## src/rtl/instr_issue_queue.sv

```systemverilog
`timescale 1ns/1ps
// instr_issue_queue: FIFO of 32-bit instruction words that feeds the arm core's
// Instruction input one word per cycle. NOP bubbles are inserted automatically
// because the core has no hazard interlocks.
// Optional feature macro: ISSUE_HAZARD_DETECT_EN
//   undefined -> fixed padding, NOP_GAP bubbles after every real issue
//   defined   -> dependency padding from a NOP_GAP-deep {valid, rd} history
module instr_issue_queue #(
  parameter int unsigned DEPTH    = 16,
  parameter int unsigned NOP_GAP  = 4,
  parameter logic [31:0] NOP_WORD = 32'h0000_0000
) (
  input  logic                     clk,
  input  logic                     reset,
  input  logic                     in_valid,
  output logic                     in_ready,
  input  logic [31:0]              in_instr,
  input  logic                     run,
  input  logic                     flush,
  output logic [31:0]              Instruction,
  output logic                     issue_valid,
  output logic [$clog2(DEPTH):0]   count,
  output logic [31:0]              issued_count
);

  localparam int unsigned AW = $clog2(DEPTH);
  localparam int unsigned CW = AW + 1;

  typedef enum logic [1:0] {
    IDLE  = 2'd0,
    ISSUE = 2'd1,
    PAD   = 2'd2
  } state_e;

  state_e          state_q, state_d;
  logic [31:0]     mem_q [DEPTH];
  logic [AW-1:0]   wr_ptr_q, wr_ptr_d, rd_ptr_q, rd_ptr_d;
  logic [CW-1:0]   count_q, count_d;
  logic [31:0]     instr_q, instr_d;
  logic [31:0]     issued_q, issued_d;
  logic            full_s, empty_s, push_s, pop_s, hazard_s;
  logic [31:0]     head_s;

  assign full_s       = (count_q == CW'(DEPTH));
  assign empty_s      = (count_q == CW'(0));
  assign in_ready     = ~full_s;
  assign push_s       = in_valid & ~full_s & ~flush;
  assign head_s       = mem_q[rd_ptr_q];
  assign Instruction  = instr_q;
  assign issue_valid  = (state_q == ISSUE);
  assign count        = count_q;
  assign issued_count = issued_q;

`ifdef ISSUE_HAZARD_DETECT_EN
  logic [NOP_GAP-1:0] sr_valid_q, sr_valid_d;
  logic [3:0]         sr_rd_q [NOP_GAP];
  logic [3:0]         sr_rd_d [NOP_GAP];
  logic [1:0]         head_op_s;
  logic               use_rm_s, use_rd_s, writes_s;

  assign head_op_s = head_s[27:26];
  assign use_rm_s  = (head_op_s == 2'b00) & ~head_s[25];
  assign use_rd_s  = (head_op_s == 2'b01) & ~head_s[20];
  assign writes_s  = (head_op_s == 2'b00) | ((head_op_s == 2'b01) & head_s[20]);

  // Block the head word while any of its source registers is still in flight.
  always_comb begin
    hazard_s = 1'b0;
    for (int i = 0; i < int'(NOP_GAP); i++) begin
      hazard_s = hazard_s | (sr_valid_q[i] &
                 ((sr_rd_q[i] == head_s[19:16]) |
                  (use_rm_s & (sr_rd_q[i] == head_s[3:0])) |
                  (use_rd_s & (sr_rd_q[i] == head_s[15:12]))));
    end
    hazard_s = hazard_s & ~empty_s;
  end

  // Destination history shifts every cycle so bubbles always drain.
  always_comb begin
    sr_valid_d = sr_valid_q;
    sr_rd_d    = sr_rd_q;
    if (flush) begin
      sr_valid_d = '0;
      for (int i = 0; i < int'(NOP_GAP); i++) sr_rd_d[i] = 4'h0;
    end else begin
      sr_valid_d[0] = pop_s & writes_s;
      sr_rd_d[0]    = head_s[15:12];
      for (int i = 1; i < int'(NOP_GAP); i++) begin
        sr_valid_d[i] = sr_valid_q[i-1];
        sr_rd_d[i]    = sr_rd_q[i-1];
      end
    end
  end

  // Destination history register.
  always_ff @(posedge clk or negedge reset) begin
    if (!reset) begin
      sr_valid_q <= '0;
      for (int i = 0; i < int'(NOP_GAP); i++) sr_rd_q[i] <= 4'h0;
    end else begin
      sr_valid_q <= sr_valid_d;
      sr_rd_q    <= sr_rd_d;
    end
  end
`else
  localparam int unsigned GW = $clog2(NOP_GAP + 1);
  logic [GW-1:0] gap_q, gap_d;

  assign hazard_s = (gap_q != GW'(0));

  // Bubble counter: loaded on every issue, counts down to re-enable popping.
  always_comb begin
    if (flush) begin
      gap_d = GW'(0);
    end else if (pop_s) begin
      gap_d = GW'(NOP_GAP);
    end else if (gap_q != GW'(0)) begin
      gap_d = gap_q - GW'(1);
    end else begin
      gap_d = gap_q;
    end
  end

  // Bubble counter register.
  always_ff @(posedge clk or negedge reset) begin
    if (!reset) gap_q <= GW'(0);
    else        gap_q <= gap_d;
  end
`endif

  // Issue FSM: flush, run, hazard and occupancy decide between NOP and pop.
  always_comb begin
    state_d = IDLE;
    pop_s   = 1'b0;
    if (flush) begin
      state_d = IDLE;
    end else if (!run) begin
      state_d = IDLE;
    end else if (hazard_s) begin
      state_d = PAD;
    end else if (!empty_s) begin
      state_d = ISSUE;
      pop_s   = 1'b1;
    end else begin
      state_d = IDLE;
    end
  end

  // FIFO pointers, occupancy and registered output word.
  always_comb begin
    wr_ptr_d = wr_ptr_q;
    rd_ptr_d = rd_ptr_q;
    count_d  = count_q;
    instr_d  = pop_s ? head_s : NOP_WORD;
    issued_d = pop_s ? (issued_q + 32'd1) : issued_q;
    if (flush) begin
      wr_ptr_d = AW'(0);
      rd_ptr_d = AW'(0);
      count_d  = CW'(0);
    end else begin
      if (push_s) wr_ptr_d = wr_ptr_q + AW'(1);
      else        wr_ptr_d = wr_ptr_q;
      if (pop_s)  rd_ptr_d = rd_ptr_q + AW'(1);
      else        rd_ptr_d = rd_ptr_q;
      case ({push_s, pop_s})
        2'b10:   count_d = count_q + CW'(1);
        2'b01:   count_d = count_q - CW'(1);
        default: count_d = count_q;
      endcase
    end
  end

  // Storage array; contents are don't-care until the matching push.
  always_ff @(posedge clk) begin
    if (push_s) mem_q[wr_ptr_q] <= in_instr;
  end

  // Control and output registers.
  always_ff @(posedge clk or negedge reset) begin
    if (!reset) begin
      state_q  <= IDLE;
      wr_ptr_q <= AW'(0);
      rd_ptr_q <= AW'(0);
      count_q  <= CW'(0);
      instr_q  <= NOP_WORD;
      issued_q <= 32'd0;
    end else begin
      state_q  <= state_d;
      wr_ptr_q <= wr_ptr_d;
      rd_ptr_q <= rd_ptr_d;
      count_q  <= count_d;
      instr_q  <= instr_d;
      issued_q <= issued_d;
    end
  end

endmodule

```

## config.mk

```make
export PLATFORM = sky130hd
export DESIGN_NAME = instr_issue_queue
export DESIGN_NICKNAME = d
export VERILOG_FILES = /design/src/rtl/instr_issue_queue.sv
export SDC_FILE = /design/constraint.sdc
export NUM_CORES = 1
export LEC_CHECK = 0
export BUFFER_PORTS_ARGS = -buffer_cell sky130_fd_sc_hd__clkbuf_2
export CORE_ASPECT_RATIO = 1.2
export CORE_MARGIN = 4
export CORE_UTILIZATION = 60
export CTS_BUF_LIST = sky130_fd_sc_hd__clkbuf_8
export DETAILED_ROUTE_END_ITERATION = 16
export GPL_ROUTABILITY_DRIVEN = 0
export PLACE_DENSITY = 0.87
export SYNTH_ARGS = -nofsm -noshare
export SYNTH_HDL_FRONTEND = slang
export SYNTH_SLANG_ARGS = --single-unit
```

## constraint.sdc

```tcl
create_clock -name clk -period 4.2 [get_ports clk]
set_clock_uncertainty 0.1 [all_clocks]
set_input_delay 0.21 -clock clk [delete_from_list [all_inputs] [get_ports clk]]
set_output_delay 0.21 -clock clk [all_outputs]
set_load 0.01 [all_outputs]
```

# == Word-level counts from Yosys, hierarchy flattened ==
# Memory sizes are Yosys's and may differ from the RTL's.
# Cells that the tools add are included.
# totals
ff_bits,82
ram_bits,512
out_inout_bits,71
n_memories,1
# memory_table
name,words,word_bits,rd,rd_ports_with_merged_regs,wr,line,rtl
mem_q,16,32,1,0,1,36,logic [31:0] mem_q [DEPTH];
# classes
add_sub_neg,6
eq_ne,4
muxes,20
bitwise,4
n_reduce_logical,6
# op_table
op,n
"32-bit by 1-bit adder with 32-bit output, second input constant",1
32-bit two-way mux,1
4-bit two-way mux,4
5-bit one-hot mux with 2 select lines,1
3-bit two-way mux,3
3-bit nonzero test,3
"4-bit by 1-bit adder with 4-bit output, second input constant",2
1-bit two-way mux,7
2-bit two-way mux,3
"5-bit by 1-bit adder with 5-bit output, second input constant",1
"5-bit equality test, second input constant",1
5-bit zero test,1
5-bit two-way mux,1
"5-bit by 1-bit subtractor with 5-bit output, second input constant",1
"2-bit by 1-bit equality test with 1-bit output, second input constant",2
2-bit nonzero test,2
"3-bit by 1-bit subtractor with 3-bit output, second input constant",1
1-bit bitwise AND,2
"2-bit equality test, second input constant",1
1-bit NOT,2

# == Logic depth before layout (Yosys ltp) ==
# Gate-level depths: netlist (run 1).
# depth
ltp_word,8
ltp_mapped,12
mapped_depth_nobuf,12

# == Worst setup path before layout (run 1) ==
# Ideal clock, no wire load.
# synth_timing
path_kind,register to register
from,"register count_q[2], in the netlist count[2]"
to,"memory mem_q[12][0], enable pin"
setup_time_ns,0.421
arrival_time_ns,2.648
t_required_ns,3.679
path_slack_ns,1.031
stages_incl_launch_ff,8
n_path_buf,3
synth_period_minus_slack_ns,3.169
cell_sequence,dfrtp_1 clkbuf_2 nor4_4 a21boi_2 buf_6 buf_2 nand2_1 nor2_1
# synth_via
elab_chain_cells,6
# synth_lines
item,line,rtl
from (decl),38,"logic [CW-1:0] count_q, count_d;"
from (signal assigned),191,count_q <= count_d;
5-bit equality test,44,assign full_s = (count_q == CW'(DEPTH));
1-bit NOT,47,assign push_s = in_valid & ~full_s & ~flush;
1-bit bitwise AND (2 in series),47,
1-bit two-way mux,175,if (push_s) mem_q[wr_ptr_q] <= in_instr;
1-bit two-way mux (not written as such),175,
to (decl),36,
# No other way between the ends.

# == Worst setup path after layout (run 1) ==
# layout_timing
from,"register count_q[1], in the netlist count[1]"
to,"register count_q[3], in the netlist count[3]"
# layout_via
elab_chain_cells,8
word_cells_on_any_way,16
# layout_lines
item,line,rtl
5-bit zero test,45,assign empty_s = (count_q == CW'(0));
1-bit two-way mux,141,end else if (!empty_s) begin
1-bit two-way mux,139,end else if (hazard_s) begin
1-bit two-way mux,137,end else if (!run) begin
1-bit two-way mux,135,if (flush) begin
2-bit by 1-bit equality test with 1-bit output or 2-bit equality test (tied branches),165,"case ({push_s, pop_s})"
5-bit one-hot mux with 2 select lines,165,
5-bit two-way mux,156,if (flush) begin
# Parallel ways exist; a longest one is shown, timed or not.
# A chain may end at the register's enable or synchronous reset.

==> impl_summary.md, run 1 <==
Run status
The run finished with clean final reports.

Finish
The repair_antennas step left the layout with diodes totalling 0. After the last flow step, the layout net total stands at 1358. The commonest non-fill, non-tap cell in the layout is sky130_fd_sc_hd__edfxtp_1. From synthesis to final layout, the design area changed by 13.6%.

The finished cells cover 0.0261 mm2. In the final layout, the share of cells above drive strength 1 is 0.289. In the layout the commonest cells are 512 x sky130_fd_sc_hd__edfxtp_1, 128 x sky130_fd_sc_hd__mux4_2, 106 x sky130_fd_sc_hd__clkbuf_2, 88 x sky130_fd_sc_hd__clkbuf_8, 78 x sky130_fd_sc_hd__dfrtp_1.

Route
The number of remaining DRC errors is 0. The total wirelength of the detailed-routed design is 49.4 mm. After detailed routing, the average wire length per cell comes to 26.6 um. In this run, the number of DRC markers left after iteration 0 of detailed routing was 1328.

The routed layout has 11770 vias. After detailed routing, the number of vias per cell comes to 6.33. The total iterations of the first detailed-routing run is 5. The count of nets left with antenna violations once routing finished came out at 0.

CTS
The CTS tree is built. The clock transition at the register clock pins on the worst setup and hold paths after CTS is 70 ps. No sink is reached through more buffers than the 3 on the longest clock path. CTS placed an instance of sky130_fd_sc_hd__clkbuf_8 at the clock tree root. The CTS sink count is 594. The H-tree generated during clock tree synthesis spans 3 levels. The total setup buffers inserted after CTS is 0. Clock tree synthesis inserted a total of 82 buffers.

At the later pin of the worst-skew pair, clock insertion delay measures 670 ps.

Die
The die covers 0.0415 mm2. The die span in x is 187 um. The top-level port count is 108. The total area inside the core boundary comes to 0.0378 mm2. The count of standard-cell rows is 78. The die is 222 um tall. The initial utilization of the core area, before any placement, comes to 0.608.

Yosys
Of the synthesized area, sequential elements account for 0.759. Sorting the synthesized cells by area gives the leading types as sky130_fd_sc_hd__edfxtp_1 67%, sky130_fd_sc_hd__mux4_2 13%, sky130_fd_sc_hd__dfrtp_1 8.9%. Of the post-synthesis cell area, the dominant cell type holds 0.670.

Synthesis handed over a netlist of 1112 instances. After synthesis the netlist holds a flip-flop and latch count of 594. The share of flip-flops with an asynchronous set or reset is 0.138. Counting distinct cell types in the post-synthesis netlist gives 49.

The count of synthesis-stage warnings from yosys is 0. When the netlist entered floorplanning its net count stood at 1159. sky130_fd_sc_hd__edfxtp_1 takes more of the synthesized area than any other cell.

The most instantiated flip-flop cell in the synthesis netlist is sky130_fd_sc_hd__edfxtp_1. The mapped cell area is 0.0230 mm2. Counting flops with a built-in enable in the synthesized netlist gives 512. The average cell area after synthesis is 20.6 um2.

Critical path
The endpoint identified for the worst register-to-register timing path is count[3]. Measured in cells, the most critical reg-to-reg path has a length of 9. The worst reg-to-reg setup slack is 840 ps. The category of the worst setup path capture point is a flop. The critical path launch point type is a flop. Of all nets on the critical path, the largest fanout is 38.

The startpoint identified for the worst register-to-register timing path is count[1]. The critical path is of the reg -> reg type. The data required time at the worst endpoint is 4680 ps.

Data arrives at the worst endpoint at 3840 ps.

Timing
The peak clock frequency supported by timing is 297 MHz. Setup repair after global routing left no endpoint under its margin. The clock period minus final worst setup slack is 3360 ps. The number of hold violations in the final report came to 0.

Setup violations remaining at the end of the flow were counted as 0. The final-layout setup total negative slack is 0 ps. The final max-slew violation count was 0. Measured against its own limit, the worst slew margin works out to 0.170. The post-route clock period utilization is 0.801. The measured slew at the worst slew-check pin is 1240 ps.

Global route
The met1 demand-to-capacity share in global routing is 0.332. Across every metal layer, demand over resource in global routing totals 0.244. Entering global routing, the biggest net connects 50 pins. The met3 track utilization from global routing is 0.0437. The most congested layer reported by global routing is met2.

The met2 track demand over resource is 0.405. The initial antenna violation count is 0. The via count of the first global-routing pass was 12572. The global-route wire length before repair is 77.1 mm. The remaining global-route overflow is 0.

Power and ir drop
The internal power contribution is 9.82 mW. Of the total power, registers draw 0.512. IR analysis of the VDD net gives a maximum drop of 0.000285 V. The share of total power consumed by net switching is 0.260. The share of total power dissipated in combinational logic is 0.172. The switching component of the power is 3.44 mW. For this design the static power due to leakage is 8.79 nW.

The total power per unit cell area is 509 mW/mm2. The share of total power dissipated in the clock network is 0.317.

Flow run
The max-capacitance violation count is 0.

Place
The detailed-placement wirelength estimate is 27.5 mm. Once placement finished, the instance area stood at 0.0242 mm2. The number of port buffers is 107.

Min path
In this run the worst hold path is classified as in -> async.
==> power groups by stage <==
stage | Sequential, mW | Clock [mW] | Combinational, mW
6_report | 6.78 | 4.20 | 2.28
3_3_place_gp | 6.90 | 0 | 2.17
3_5_place_dp | 6.91 | 0 | 2.22
2_1_floorplan | 6.81 | 0 | 1.72
5_1_grt | 6.81 | 4.56 | 2.45
4_1_cts | 6.79 | 4.22 | 2.29
==> worst max-delay path, cell delays in order, from the launching register on <==
cell and delay, ps:
sky130_fd_sc_hd__dfrtp_1 480, sky130_fd_sc_hd__nor4_4 520, sky130_fd_sc_hd__a21o_4 560, sky130_fd_sc_hd__nor2_4 90, sky130_fd_sc_hd__ha_1 380, sky130_fd_sc_hd__inv_1 70
sky130_fd_sc_hd__nor3_1 160, sky130_fd_sc_hd__a21oi_1 60, sky130_fd_sc_hd__a311oi_1 270, sky130_fd_sc_hd__dlygate4sd3_1 580
==> metrics by stage <==
| stage | util | worst slack [ps] | power [mW] | hold slack (ps) | std cells |
|---|---|---|---|---|---|
| 6_report | 0.690 | 837 | 13.3 | 62.8 | 1859 |
| 5_1_grt | 0.690 | 663 | 13.8 | 107 | 1859 |
| 4_1_cts | 0.690 | 854 | 13.3 | 64.9 | 1859 |
| 3_5_place_dp | 0.640 | 1140 | 9.13 | 213 | 1670 |
| 3_3_place_gp | 0.640 | 1190 | 9.07 | 209 | 1670 |
| 2_1_floorplan | - | 1030 | 8.52 | -186 | 1112 |
==> cell usage after synthesis, types with 4 or more instances <==
master / number
sky130_fd_sc_hd__mux2i_1: 34
sky130_fd_sc_hd__buf_6: 6
sky130_fd_sc_hd__ha_1: 10
sky130_fd_sc_hd__a211oi_1: 66
sky130_fd_sc_hd__inv_1: 12
sky130_fd_sc_hd__and3_1: 9
sky130_fd_sc_hd__nor2b_1: 34
sky130_fd_sc_hd__xnor2_1: 28
sky130_fd_sc_hd__and4_1: 4
sky130_fd_sc_hd__mux4_2: 128
sky130_fd_sc_hd__nand3_1: 13
sky130_fd_sc_hd__buf_2: 17
sky130_fd_sc_hd__a21oi_1: 4
sky130_fd_sc_hd__dfrtp_1: 82
sky130_fd_sc_hd__nand4_1: 11
sky130_fd_sc_hd__nor3_1: 5
sky130_fd_sc_hd__clkbuf_1: 22
sky130_fd_sc_hd__nand2_1: 22
sky130_fd_sc_hd__edfxtp_1: 512
sky130_fd_sc_hd__nor2_1: 38
sky130_fd_sc_hd__buf_4: 5
sky130_fd_sc_hd__xor2_1: 13
sky130_fd_sc_hd__buf_1: 5
==> layout make-up <==
class / instances / area [um2]
fill: 2116 / 11700
clock inverter: 64 / 334
timing repair buffer: 172 / 1170
clock buffer: 88 / 1210
inverter: 12 / 45.0
tap: 480 / 601
sequential: 594 / 17400
multi-input combinational: 449 / 5280
==> cell families (layout without fill, tap and decap cells) <==
family          after synthesis  in the layout  share of synthesized area
flops                       594            594                      0.759
mux                         162            162                      0.140
simple gates                153            153                     0.0364
compound gates               83             83                     0.0277
buf+inv                      69            336                     0.0152
xor+xnor                     41             41                     0.0156
fa+ha+maj                    10             10                    0.00545
==> layer usage <==
layer	wire length, um	up-vias
met3	4660	92
met5	0	-
met1	18100	6012
met2	25400	732
li1	-	4934
met4	1300	0
==> worst max-delay path by stage <==
stage	start	endpoint	slack [ps]
floorplan	count[2]	mem_q[12][0]	1030
global placement	count[1]	count[4]	1190
detailed placement	count[1]	count[4]	1140
CTS	count[1]	count[3]	850
global route	count[1]	count[3]	660
finish	count[1]	count[3]	840
==> registers in the layout (all words and copies together), names as in the netlist <==
| signal | cells |
|---|---|
| state_q | 2 |
| gap_q | 3 |
| count | 5 |
| Instruction | 32 |
| rd_ptr_q | 4 |
| wr_ptr_q | 4 |
| mem_q | 512 |
| issued_count | 32 |
==> timing repair <==
action / 4_1_cts / 5_1_grt
hold buffers: 37 / 0
resized for setup: 0 / 0
endpoints found under the hold margin: 576 / 0
(Power assumes the default switching activity.)
==> run 2, diff against run 1 <==
--- a/config.mk
+++ b/config.mk
@@ -8,7 +8,7 @@
 export BUFFER_PORTS_ARGS = -buffer_cell sky130_fd_sc_hd__clkbuf_2
 export CORE_ASPECT_RATIO = 1.2
 export CORE_MARGIN = 4
-export CORE_UTILIZATION = 60
+export CORE_UTILIZATION = 57
 export CTS_BUF_LIST = sky130_fd_sc_hd__clkbuf_8
 export DETAILED_ROUTE_END_ITERATION = 16
 export GPL_ROUTABILITY_DRIVEN = 0
==> constraint.sdc (replaced) <==
create_clock -name clk -period 3 [get_ports clk]
set_clock_uncertainty 0.1 [all_clocks]
set_input_delay 0.15 -clock clk [delete_from_list [all_inputs] [get_ports clk]]
set_output_delay 0.15 -clock clk [all_outputs]
set_load 0.01 [all_outputs]
==> impl_summary.md, run 2 (same netlist as run 1, synthesis figures left out) <==
Run status
The run finished with clean final reports.

Flow run
The max-capacitance violation count is 0 (unchanged).

CTS
The CTS sink count is 594 (unchanged). The number of buffers added by the clock tree synthesis step came to 86 (+4.9%). The CTS tree is built. The tree is rooted in a sky130_fd_sc_hd__clkbuf_8. The deepest level of the CTS H-tree came to 3 (unchanged). The insertion delay to the later sink of the worst-skew pair is 670 ps (about the same). The total setup buffers inserted after CTS is 0 (unchanged). The number of gates given a new drive strength after cts is 0 (unchanged).

The clock tree buffer depth is 3 (unchanged). The clock transition at the register clock pins on the worst setup and hold paths after CTS was 70 ps (about the same).

Timing
Setup repair after global routing left no endpoint under its margin. The worst slew margin relative to its limit came to 0.321 (+0.151). The final max-slew violation count is 0 (unchanged).

The peak clock frequency supported by timing is 374 MHz (+26%). The worst hold margin is 105 ps (+42.3 ps). The number of endpoints failing setup at the final stage is 0 (unchanged).

The clock period minus final worst setup slack came to 2680 ps (-686 ps). The post-route clock period utilization is 0.892 (+0.0915). The measured slew at the worst slew-check pin came to 1020 ps (-223 ps). The number of hold violations in the final report is 0 (unchanged). The final-layout setup total negative slack is 0 ps (unchanged).

Route
The total iterations of the first detailed-routing run came to 7 (+2). The via count is 12015 (+2.1%). The average via count per standard cell is 6.17 (-2.5%). The routed wire length per instance is 25.7 um (-3.4%).

The DRC violation total after the first TritonRoute iteration is 1267 (-4.6%). The number of remaining DRC errors is 0 (unchanged). The total wirelength of the detailed-routed design was 50.0 mm (+1.1%). The count of nets left with antenna violations after detail routing is 0 (unchanged).

Critical path
The maximum net fanout on the critical path came to 8 (-79%). The type of the worst setup path is reg -> reg. Tracing the worst setup path back leads to its startpoint at count[1]. The critical path's slowest cell is sky130_fd_sc_hd__nor4_4.

The delay of the slowest cell on the worst path is 520 ps (-60 ps). In this run the critical register-to-register path is launched from count[1]. The critical path launch point type is a flop. The arrival time of the worst setup path came to 3100 ps (-740 ps). The data required time at the worst endpoint came to 3420 ps (-1260 ps). The length in cells of the worst reg-to-reg path was 9 (unchanged). The endpoint identified for the worst register-to-register timing path is count[4]. The critical path goes through nor4_4 > a21o_4 > nor2_4 > xor2_1 > ha_1 > o31ai_1 > a21oi_1 > o41ai_1 > o32ai_1. The most critical setup path has its endpoint at count[4]. The worst reg-to-reg setup slack was 320 ps (-510 ps). STA classifies the critical path endpoint as a flop.

Die
The vertical die dimension was 228 um (+2.5%). The area enclosed by the die boundary is 0.0436 mm2 (+5.1%). The placeable core region was 0.0397 mm2 (+5.2%). The starting density of the core is 0.578 (-0.0301). The top-level port count is 108 (unchanged). The count of standard-cell rows is 80 (+2.6%). The die span in x is 191 um (+2.5%).

Finish
Compared with the post-synthesis result, the final layout area differs by 15.8%. The summed area of non-filler cells in the final layout is 0.0266 mm2 (+2.0%). The total area of sequential cells is 0.0174 mm2 (unchanged). In the layout the commonest cells are 512 x sky130_fd_sc_hd__edfxtp_1, 128 x sky130_fd_sc_hd__mux4_2, 106 x sky130_fd_sc_hd__clkbuf_2, 98 x sky130_fd_sc_hd__clkbuf_8, 78 x sky130_fd_sc_hd__dfrtp_1.

Leaving out fill and tap cells, the most frequent cell in the layout is sky130_fd_sc_hd__edfxtp_1. The net count reported at finish is 1385 (+2.0%). The fraction of layout cells with a size suffix above 1 is 0.309 (+0.0208). The number of non-filler instances in the completed layout is 1946 (+4.7%).

The number of filler cells placed in the layout is 2341 (+11%). The number of flip-flops in the largest register is 512 (unchanged). The largest register by flop count is mem_q.

The area occupied by multi-input gates is 0.00528 mm2 (unchanged).

Power and ir drop
The maximum vdd ir drop came to 0.000339 V (+19%). The total power consumption of the routed design is 19.0 mW (+43%). The leakage power came to 9.03 nW (+2.8%). The total power per unit cell area is 715 mW/mm2 (+41%).

Place
The standard cell area after detailed placement is 0.0245 mm2 (+1.4%). The number of placed cells counting well taps is 1746 (+4.6%). The number of port buffers is 107 (unchanged).

The detailed-placement wirelength estimate is 28.1 mm (+2.4%).

Global route
The initial antenna violation count is 3 (+3). The remaining global-route overflow is 0 (unchanged). The global routing usage summed across all routing layers is 0.234 (-0.00984). The global-route wire length before repair came to 76.5 mm (-0.72%). The maximum number of pins on one net before global-route repair is 71 (+42%). The via count of the first global-routing pass is 12589 (+0.14%).

Min path
The path category of the worst min-delay check is in -> async.
run 2: cell types whose count changed in the layout (fill, tap and decap cells not counted):
| cell | previous run | this run |
|---|---|---|
| sky130_fd_sc_hd__bufinv_16 | 2 | 3 |
| sky130_fd_sc_hd__clkinv_1 | 18 | 9 |
| sky130_fd_sc_hd__clkinv_2 | 12 | 15 |
| sky130_fd_sc_hd__inv_1 | 38 | 39 |
| sky130_fd_sc_hd__inv_8 | 0 | 2 |
| sky130_fd_sc_hd__clkbuf_8 | 88 | 98 |
| sky130_fd_sc_hd__inv_6 | 3 | 2 |
| sky130_fd_sc_hd__buf_4 | 25 | 40 |
| sky130_fd_sc_hd__buf_12 | 4 | 12 |
| sky130_fd_sc_hd__diode_2 | 0 | 4 |
run 2: layout make-up:
class / count / share of cell area
clock inverter: 61 / 0.0136
clock buffer: 98 / 0.0507
multi-input combinational: 449 / 0.198
sequential: 594 / 0.656
tap: 533 / 0.0251
antenna: 4 / 0.000376
timing repair buffer: 195 / 0.0542
inverter: 12 / 0.00169
run 2: worst max-delay path: cells and delay by family (launching register included):
family	cells	cell delay [ps]
AO/OA/AOI/OAI	5	990
AND/OR/NAND/NOR	2	570
flip-flops	1	490
adder cells (fa/ha/maj)	1	260
XOR/XNOR	1	150
run 2: per-layer routing:
metal	up-vias	share of wire	wire [um]	track usage
li1	4996	-	-	-
met1	6223	0.35	17700	0.305
met2	691	0.52	26200	0.397
met3	105	0.094	4680	0.0456
met4	0	0.028	1420	0.0826
met5	-	0	0	0
run 2: power by group:
group	internal, mW	total (mW)	switching (mW)
clock	3.28	6.30	3.02
combinational	1.70	3.25	1.55
sequential	9.20	9.45	0.257
run 2: worst min path at each step:
stage	start	to	slack, ps
floorplan	reset	Instruction[0]	-250
global placement	reset	Instruction[28]	260
detailed placement	reset	Instruction[28]	260
CTS	reset	Instruction[26]	110
global route	reset	Instruction[25]	190
finish	reset	Instruction[26]	110
run 2: timing repair:
item                                    4_1_cts  5_1_grt
endpoints found under the setup margin        0        0
hold endpoints to repair                    598        0
hold buffers                                 37        0
run 2: per-stage QoR:
| step | setup WS, ps | util |
|---|---|---|
| 2_1_floorplan | -169 | - |
| 3_3_place_gp | 491 | 0.616 |
| 3_5_place_dp | 343 | 0.616 |
| 4_1_cts | 331 | 0.669 |
| 5_1_grt | 71.3 | 0.669 |
| 6_report | 323 | 0.669 |
